<file path="src/rtl/player_move_ctrl.sv">
// Player movement sequencer: synchronises key levels, paces motion with a tick
// divider and runs the IDLE/WALK/CLIMB/JUMP/FALL machine that emits dx/dy steps.
module player_move_ctrl #(
  parameter int STEP_DIV   = 250000,
  parameter int JUMP_TICKS = 8
) (
  input  logic       clk,
  input  logic       rst,
  input  logic [4:0] move_state,
  input  logic       on_ground,
  input  logic       on_ladder,
  input  logic       freeze,
  output logic       step_valid,
  output logic [1:0] dx,
  output logic [1:0] dy,
  output logic       facing,
  output logic       jumping,
  output logic [1:0] anim_frame,
  output logic [2:0] state_dbg
);

  localparam int CW = (STEP_DIV > 2) ? $clog2(STEP_DIV) : 1;
  localparam int JW = $clog2(JUMP_TICKS + 1);
  localparam logic [CW-1:0] CNT_LAST = CW'(STEP_DIV - 1);
  localparam logic [JW-1:0] JCNT_END = JW'(JUMP_TICKS);

  typedef enum logic [2:0] {
    IDLE  = 3'd0,
    WALK  = 3'd1,
    CLIMB = 3'd2,
    JUMP  = 3'd3,
    FALL  = 3'd4
  } state_t;

  state_t        state_q, state_d;
  logic [4:0]    key_s1_q, key_s1_d;
  logic [4:0]    key_s2_q, key_s2_d;
  logic [CW-1:0] cnt_q, cnt_d;
  logic [JW-1:0] jcnt_q, jcnt_d;
  logic [1:0]    hdir_q, hdir_d;
  logic          facing_q, facing_d;
  logic [1:0]    anim_q, anim_d;
  logic          step_valid_q, step_valid_d;
  logic [1:0]    dx_q, dx_d;
  logic [1:0]    dy_q, dy_d;

  logic       tick;
  logic       k_up, k_left, k_right, k_down, k_space;
  logic       h_left, h_right, h_any, v_up, v_down, v_any;
  logic [1:0] h_dir;

  always_comb begin
    key_s1_d = move_state;
    key_s2_d = key_s1_q;

    k_up    = key_s2_q[0];
    k_left  = key_s2_q[1];
    k_right = key_s2_q[2];
    k_down  = key_s2_q[3];
    k_space = key_s2_q[4];

    // Opposing keys cancel each other out rather than picking a winner.
    h_left  = k_left & ~k_right;
    h_right = k_right & ~k_left;
    h_any   = h_left | h_right;
    v_up    = k_up & ~k_down;
    v_down  = k_down & ~k_up;
    v_any   = v_up | v_down;
    h_dir   = h_right ? 2'b01 : (h_left ? 2'b11 : 2'b00);

    tick  = !freeze && (cnt_q == CNT_LAST);
    cnt_d = freeze ? cnt_q : (tick ? '0 : cnt_q + CW'(1));

    state_d      = state_q;
    jcnt_d       = jcnt_q;
    hdir_d       = hdir_q;
    facing_d     = facing_q;
    anim_d       = anim_q;
    step_valid_d = 1'b0;
    dx_d         = 2'b00;
    dy_d         = 2'b00;

    // The frame advances after each walk/climb step has been presented.
    if (step_valid_q && (state_q == WALK || state_q == CLIMB)) begin
      anim_d = anim_q + 2'd1;
    end

    if (tick) begin
      case (state_q)
        IDLE: begin
          if (k_space && on_ground) begin
            state_d = JUMP;
            hdir_d  = h_dir;
            jcnt_d  = '0;
            if (h_any) facing_d = h_right;
          end else if (on_ladder && v_any) begin
            state_d = CLIMB;
          end else if (h_any) begin
            state_d = WALK;
          end else if (!on_ground) begin
            state_d = FALL;
            hdir_d  = 2'b00;
          end
        end
        WALK: begin
          if (!on_ground) begin
            state_d = FALL;
            hdir_d  = 2'b00;
          end else if (k_space) begin
            state_d = JUMP;
            hdir_d  = h_dir;
            jcnt_d  = '0;
            if (h_any) facing_d = h_right;
          end else if (h_any) begin
            step_valid_d = 1'b1;
            dx_d         = h_dir;
            facing_d     = h_right;
          end else begin
            state_d = IDLE;
          end
        end
        CLIMB: begin
          if (!on_ladder) begin
            state_d = IDLE;
          end else if (v_any) begin
            step_valid_d = 1'b1;
            dy_d         = v_up ? 2'b11 : 2'b01;
          end
        end
        JUMP: begin
          step_valid_d = 1'b1;
          dx_d         = hdir_q;
          dy_d         = 2'b11;
          jcnt_d       = jcnt_q + JW'(1);
          if (jcnt_d == JCNT_END) state_d = FALL;
        end
        FALL: begin
          if (on_ground) begin
            state_d = IDLE;
          end else begin
            step_valid_d = 1'b1;
            dx_d         = hdir_q;
            dy_d         = 2'b01;
          end
        end
        default: state_d = IDLE;
      endcase
    end

    if (state_d == IDLE && state_q != IDLE) anim_d = 2'd0;
  end

  always_ff @(posedge clk or posedge rst) begin
    if (rst) begin
      state_q      <= IDLE;
      key_s1_q     <= '0;
      key_s2_q     <= '0;
      cnt_q        <= '0;
      jcnt_q       <= '0;
      hdir_q       <= 2'b00;
      facing_q     <= 1'b1;
      anim_q       <= 2'd0;
      step_valid_q <= 1'b0;
      dx_q         <= 2'b00;
      dy_q         <= 2'b00;
    end else begin
      state_q      <= state_d;
      key_s1_q     <= key_s1_d;
      key_s2_q     <= key_s2_d;
      cnt_q        <= cnt_d;
      jcnt_q       <= jcnt_d;
      hdir_q       <= hdir_d;
      facing_q     <= facing_d;
      anim_q       <= anim_d;
      step_valid_q <= step_valid_d;
      dx_q         <= dx_d;
      dy_q         <= dy_d;
    end
  end

  assign step_valid = step_valid_q;
  assign dx         = dx_q;
  assign dy         = dy_q;
  assign facing     = facing_q;
  assign anim_frame = anim_q;
  assign jumping    = (state_q == JUMP) || (state_q == FALL);
  assign state_dbg  = state_q;

endmodule

</file>
<file path="config.mk">
export PLATFORM = sky130hd
export DESIGN_NAME = player_move_ctrl
export DESIGN_NICKNAME = d
export VERILOG_FILES = /design/src/rtl/player_move_ctrl.sv
export SDC_FILE = /design/constraint.sdc
export NUM_CORES = 1
export LEC_CHECK = 0
export BUFFER_PORTS_ARGS = -buffer_cell sky130_fd_sc_hd__buf_2
export CAP_MARGIN = 20
export CORE_MARGIN = 4
export CORE_UTILIZATION = 35
export CTS_CLUSTER_SIZE = 14
export DETAILED_ROUTE_END_ITERATION = 12
export PLACE_DENSITY = 0.55
export SKIP_LAST_GASP = 1
export SLEW_MARGIN = 40
export SYNTH_ARGS = -nofsm -noshare
export SYNTH_HDL_FRONTEND = slang
export SYNTH_SLANG_ARGS = --single-unit
export TNS_END_PERCENT = 1
</file>
<file path="constraint.sdc">
create_clock -name clk -period 2.3 [get_ports clk]
set_clock_uncertainty 0.2 [all_clocks]
set_input_delay 0.575 -clock clk [delete_from_list [all_inputs] [get_ports clk]]
set_output_delay 0.575 -clock clk [all_outputs]
set_load 0.05 [all_outputs]
</file>
==> results of run 1 <==
-- Yosys cell counts, types with 2 or more instances --
master    count  share of area
nor2_1       10          0.016
or3b_2        2         0.0076
a211oi_1      2         0.0065
or2_2         3         0.0081
o21ai_0      17          0.037
or3_1         2         0.0054
dfrtp_1      44           0.48
a21o_1        2         0.0065
nor3_1        3         0.0065
xnor2_1      11          0.042
nor2b_1       5          0.014
nand4b_1      5          0.019
a21oi_1       6          0.013
inv_1        12          0.020
a31oi_1       4          0.011
ha_1          6          0.033
or4_4         2         0.0098
mux2i_1       3          0.013
nand3b_1      3         0.0098
clkbuf_1      5         0.0081
xor2_1        2         0.0076
nand2_1      21          0.034
nand3_1       3         0.0065
nor3b_1       4          0.013
nand2b_1      4          0.011
nand4_1       6          0.016
nor4_1        3         0.0081
a211o_1       2         0.0076
or4_1         2         0.0065
-- final timing paths --
| path | endpoint | slack, ps |
|---|---|---|
| max in group asynchronous | facing | 1250 |
| max reg2reg | facing | 9 |
| min | cnt_q[11] | 60 |
| max | facing | 9 |
| min reg2reg | key_s2_q[2] | 150 |
| min in group clk | key_s2_q[2] | 150 |
-- per-layer routing --
metal / global-route usage / up-vias / wire length [um]
li1: - / 890 / -
met1: 0.183 / 862 / 2390
met2: 0.206 / 37 / 2280
met3: 0.0276 / 8 / 198
met4: 0.0406 / 0 / 74
met5: 0 / - / 0
-- through the flow --
stage / util / hold slack, ps / setup WS [ps] / std cells / area [sq um]
global route: 0.433 / 79.1 / -39.4 / 345 / 2770
global placement: 0.413 / 134 / -5.33 / 333 / 2640
finish: 0.433 / 56.5 / 9.30 / 345 / 2770
floorplan: - / 131 / -22.4 / 220 / 2310
CTS: 0.428 / 63.0 / -36.8 / 341 / 2730
detailed placement: 0.413 / 135 / -52.9 / 333 / 2640
-- layout make-up --
cell class              count  area (sq um)  area share
well taps                  77          96.3      0.0348
inverters                  12          45.0      0.0163
multi-input cells         156          1100       0.398
flip-flops and latches     45          1130       0.407
clock buffers               8          90.1      0.0325
repair buffers             47           307       0.111
-- power groups by stage --
stage,combinational (mW),sequential [mW],clock [mW]
final,0.181,0.885,0.502
after global routing,0.207,0.893,0.555
after CTS,0.185,0.885,0.524
after detailed placement,0.183,0.900,0
after global placement,0.182,0.896,0
after floorplan,0.109,0.895,0
-- kinds of logic after synthesis --
group | after synthesis | synth area share
simple gates | 86 | 0.230
xor+xnor | 13 | 0.0493
mux | 4 | 0.0179
compound gates | 47 | 0.146
buf+inv | 19 | 0.0358
flops | 45 | 0.488
fa+ha+maj | 6 | 0.0325
-- repair_timing --
item	CTS	global route
gates resized for setup	2	2
setup buffers	0	4
pin swaps	2	5
endpoints found under the setup margin	10	17
-- worst max-delay path, stage by stage, from the launching register on --
cell	delay [ps]
dfrtp_1	400
or4b_4	560
or4_4	550
nor4_2	170
mux2_1	350
-- cell usage in the layout, fill, tap and decap left out, drive strengths merged, types with 4 or more instances in the layout --
master,synthesis,final
nor2,11,11
a31oi,4,4
dfrtp,44,44
nand2b,4,4
clkbuf,5,8
nor2b,5,5
nand4,6,6
ha,6,6
inv,12,12
a21oi,6,6
nand4b,5,5
nor4,5,5
nor3b,4,4
o21ai,17,17
xnor2,11,11
nand2,21,21
or4,4,4
buf,2,47
-- state kept, by name (all words and copies together), names as in the netlist --
register and flops:
hdir_q 2, dy 2, step_valid 1, key_s1_q 5, key_s2_q 5, dx 2
anim_frame 2, cnt_q 18, state_dbg 3, facing 1, jcnt_q 4
==> results.toml, run 1 <==
[sta]
max_freq_ghz = 0.437
finalSetupViolCount = 0
finalCritPeriodShare = 0.996
period_needed_ps = 2290
maxSlewHeadroom = 0.693
rsz0062_at_grt = "yes"
drv_slew = 0
setup-tns-final_ps = 0
final_hold_viol_count = 0
tightestPinTransition_ps = 448

[power_and_ir_drop]
clockPowerShare = 0.320
pwr_density_cell_mw_per_mm2 = 567
p_comb_frac = 0.115
power_frac_seq = 0.564
intPower_mw = 1.17
netSwitchingFraction = 0.256
p_leak_nw = 1.26
power_switching_mw = 0.401
power_mw = 1.57
peakVddDrop_mv = 0.268

[final_layout]
area_delta_synth_final_pct = 19.9
drive_gt1_frac = 0.265
nFillCells = 641
antennaDiodeCount = 0
nets = 283

[worst_hold_path]
hold_class = "in2async"

[cts]
clockBufferDepth = 2
cts_hold_buf = 0
cts.sinks = 45
clkSlewWorstSetupHoldPaths_ps = 80
clock_latency_ps = 290
numCtsBuffers = 5
tritoncts = "done"
clockRootBuffer = "clkbuf_8"
cts_max_level = 2

[synthesis]
ys_seq_area_frac = 0.488
synth_edf_count = 0
avgSynthCellArea_sq_um = 10.5
synth.distinct_cells = 55
synth_nets = 236
ys_seq_elements = 45
synthFlopType = "dfrtp_1"
syn_inst = 220
yosysWarnings = 0
syn_area_sq_mm = 0.00231
synthArstFlopShare = 1.00

[route]
vias = 1797
drc = 0
post_drt_wl_per_cell_um = 14.3
wl_mm = 4.94
antenna_left = 0
viasPerCell = 5.21
dr.pass1.iters = 4
drtIter0Drc = 95

[global_route]
grt_max_degree = 20
grt_pass1_vias = 1741
overflow = 0
grt_pass1_wl_mm = 8.16
antenna_found_initial = 0
grt.total_usage = 0.132

[critical_path]
reg2reg_from = "cnt_q[10]"
cp-start-kind = "flip-flop"
crit_start = "cnt_q[10]"
crit_path_end_kind = "flip-flop"
crit_required_ps = 2320
path_class = "reg2reg"
arrival_ps = 2310
rr_worst_depth = 4
worst-path-max-fanout = 5

[floorplanning]
start_util = 0.361
dieArea_sq_mm = 0.00796
coreArea_sq_mm = 0.00639
io_pins = 22
num_rows = 29
die_height_um = 89.2
dieWidth_um = 89.2

[placement]
dp_hpwl_mm = 3.68
gp_congestion = 0.826
io_buffers = 21

[outcome]
outcome = "complete, no violations"

[job]
max_cap_viol_count = 0
(Power assumes the default switching activity.)
==> run 2: changes to the inputs <==
- CORE_ASPECT_RATIO: unset -> 1.1
==> results.toml, run 2 (synthesis gave the netlist of run 1 again) <==
[global_route]
grt_max_degree = 27
antenna_found_initial = 0
grt_pass1_wl_mm = 8.62
grt_pass1_vias = 1840
overflow = 0
grt.total_usage = 0.136

[critical_path]
crit_required_ps = 2340
rr_worst_depth = 5
reg2reg_from = "cnt_q[4]"
arrival_ps = 2380
path_class = "reg2reg"
cp-start-kind = "flip-flop"
r2r_slack_ps = -40
crit_start = "cnt_q[4]"
cp_cell_sequence = "or4_4 -> or4_4 -> buf_6 -> o31ai_4 -> a22o_1"
crit_path_end_kind = "flip-flop"
max_stage_delay_ps = 610
r2r_end = "jcnt_q[3]"
cp_common_cell = "or4_4"
worst-path-max-fanout = 7
slowest_stage = "or4_4"

[power_and_ir_drop]
intPower_mw = 1.28
clockPowerShare = 0.364
netSwitchingFraction = 0.244
pwr_density_cell_mw_per_mm2 = 595
power_frac_seq = 0.523
peakVddDrop_mv = 0.258
p_leak_nw = 1.29
p_comb_frac = 0.113
power_mw = 1.69
power_switching_mw = 0.413

[sta]
maxSlewHeadroom = 0.691
drv_slew = 0
period_needed_ps = 2340
finalWorstSetupSlack_ps = -38.6
finalSetupViolCount = 4
tightestPinTransition_ps = 452
rsz0062_at_grt = "yes"
finalCritPeriodShare = 1.02
hold_ws_ps = 65.9
final_hold_viol_count = 0
max_freq_ghz = 0.428

[floorplanning]
die_height_um = 93.2
dieArea_sq_mm = 0.00796
io_pins = 22
num_rows = 30
start_util = 0.366
coreArea_sq_mm = 0.00631
dieWidth_um = 85.4

[final_layout]
layout_common_cells = "dfrtp_1, buf_4, nand2_1, buf_2, o21ai_0"
mostFrequentLayoutCell = "dfrtp_1"
fin_area_sq_mm = 0.00284
nets = 282
top_regs = "cnt_q (18), key_s1_q (5), key_s2_q (5)"
antennaDiodeCount = 0
registers.top_by_ff_count = "cnt_q"
fin_util = 0.451
area_delta_synth_final_pct = 23.1
drive_gt1_frac = 0.277
nFillCells = 613
largest_reg_flops = 18

[route]
wl_mm = 5.08
vias = 1825
post_drt_wl_per_cell_um = 14.6
drc = 0
dr.pass1.iters = 4
drtIter0Drc = 138
antenna_left = 0
viasPerCell = 5.26

[outcome]
outcome = "finished, violations left"
failed_checks = "negative setup slack"

[cts]
cts.sinks = 45
cts_max_level = 2
clkSlewWorstSetupHoldPaths_ps = 80
cts_hold_buf = 0
numCtsBuffers = 5
tritoncts = "done"
clockBufferDepth = 2
clock_latency_ps = 300
clockRootBuffer = "clkbuf_8"

[placement]
dp_slack_ps = -70.3
gp_congestion = 0.784
io_buffers = 21
place_area_sq_mm = 0.00265
dp_hpwl_mm = 3.61

[job]
max_cap_viol_count = 0

[worst_hold_path]
hold_class = "in2async"
## run 2: layout make-up
class | instances | area [sq um] | area share
clock buffer | 7 | 86.3 | 0.0304
clock inverter | 1 | 30.0 | 0.0106
inverter | 12 | 45.0 | 0.0158
multi-input combinational | 156 | 1140 | 0.402
sequential | 45 | 1130 | 0.397
tap | 80 | 100 | 0.0352
timing repair buffer | 46 | 312 | 0.110
## run 2: power by group through the flow
| stage | Clock [mW] | Sequential (mW) | Combinational, mW |
|---|---|---|---|
| after CTS | 0.642 | 0.884 | 0.191 |
| final | 0.617 | 0.884 | 0.191 |
| after global routing | 0.677 | 0.893 | 0.218 |
| after global placement | 0 | 0.897 | 0.188 |
| after floorplan | 0 | 0.895 | 0.109 |
| after detailed placement | 0 | 0.898 | 0.189 |
## run 2: stage by stage
stage	TNS [ps]	std cells
global placement	-145	335
finish	-89.3	347
CTS	-104	347
global route	-901	347
detailed placement	-228	335
floorplan	-22.4	220
## run 2: metal layers
layer,GRT usage,share of wire,vias up,routed length [um]
li1,-,-,889,-
met2,0.218,0.50,33,2520
met4,0.0541,0.017,0,87
met1,0.175,0.45,892,2260
met5,0,0,-,0
met3,0.0361,0.042,11,211
## run 2: worst max path at each step
stage / end / slack (ps)
5_1_grt: jcnt_q[3] / -100
6_report: jcnt_q[3] / -40
3_3_place_gp: state_dbg[0] / -90
3_5_place_dp: state_dbg[0] / -70
2_1_floorplan: jumping / -20
4_1_cts: jcnt_q[3] / -30
## run 2: repair_timing
action | CTS | global route
pin swaps | 5 | 2
endpoints found under the setup margin | 15 | 24
gates resized for setup | 7 | 2
setup buffers | 4 | 0
## run 2: critical path, delay by kind of cell (launching register included)
kind | cells | cell delay (ps)
and+or+nand+nor | 2 | 1170
AOI/OAI and AO/OA | 2 | 350
buffers and inverters | 1 | 170
DFF | 1 | 380
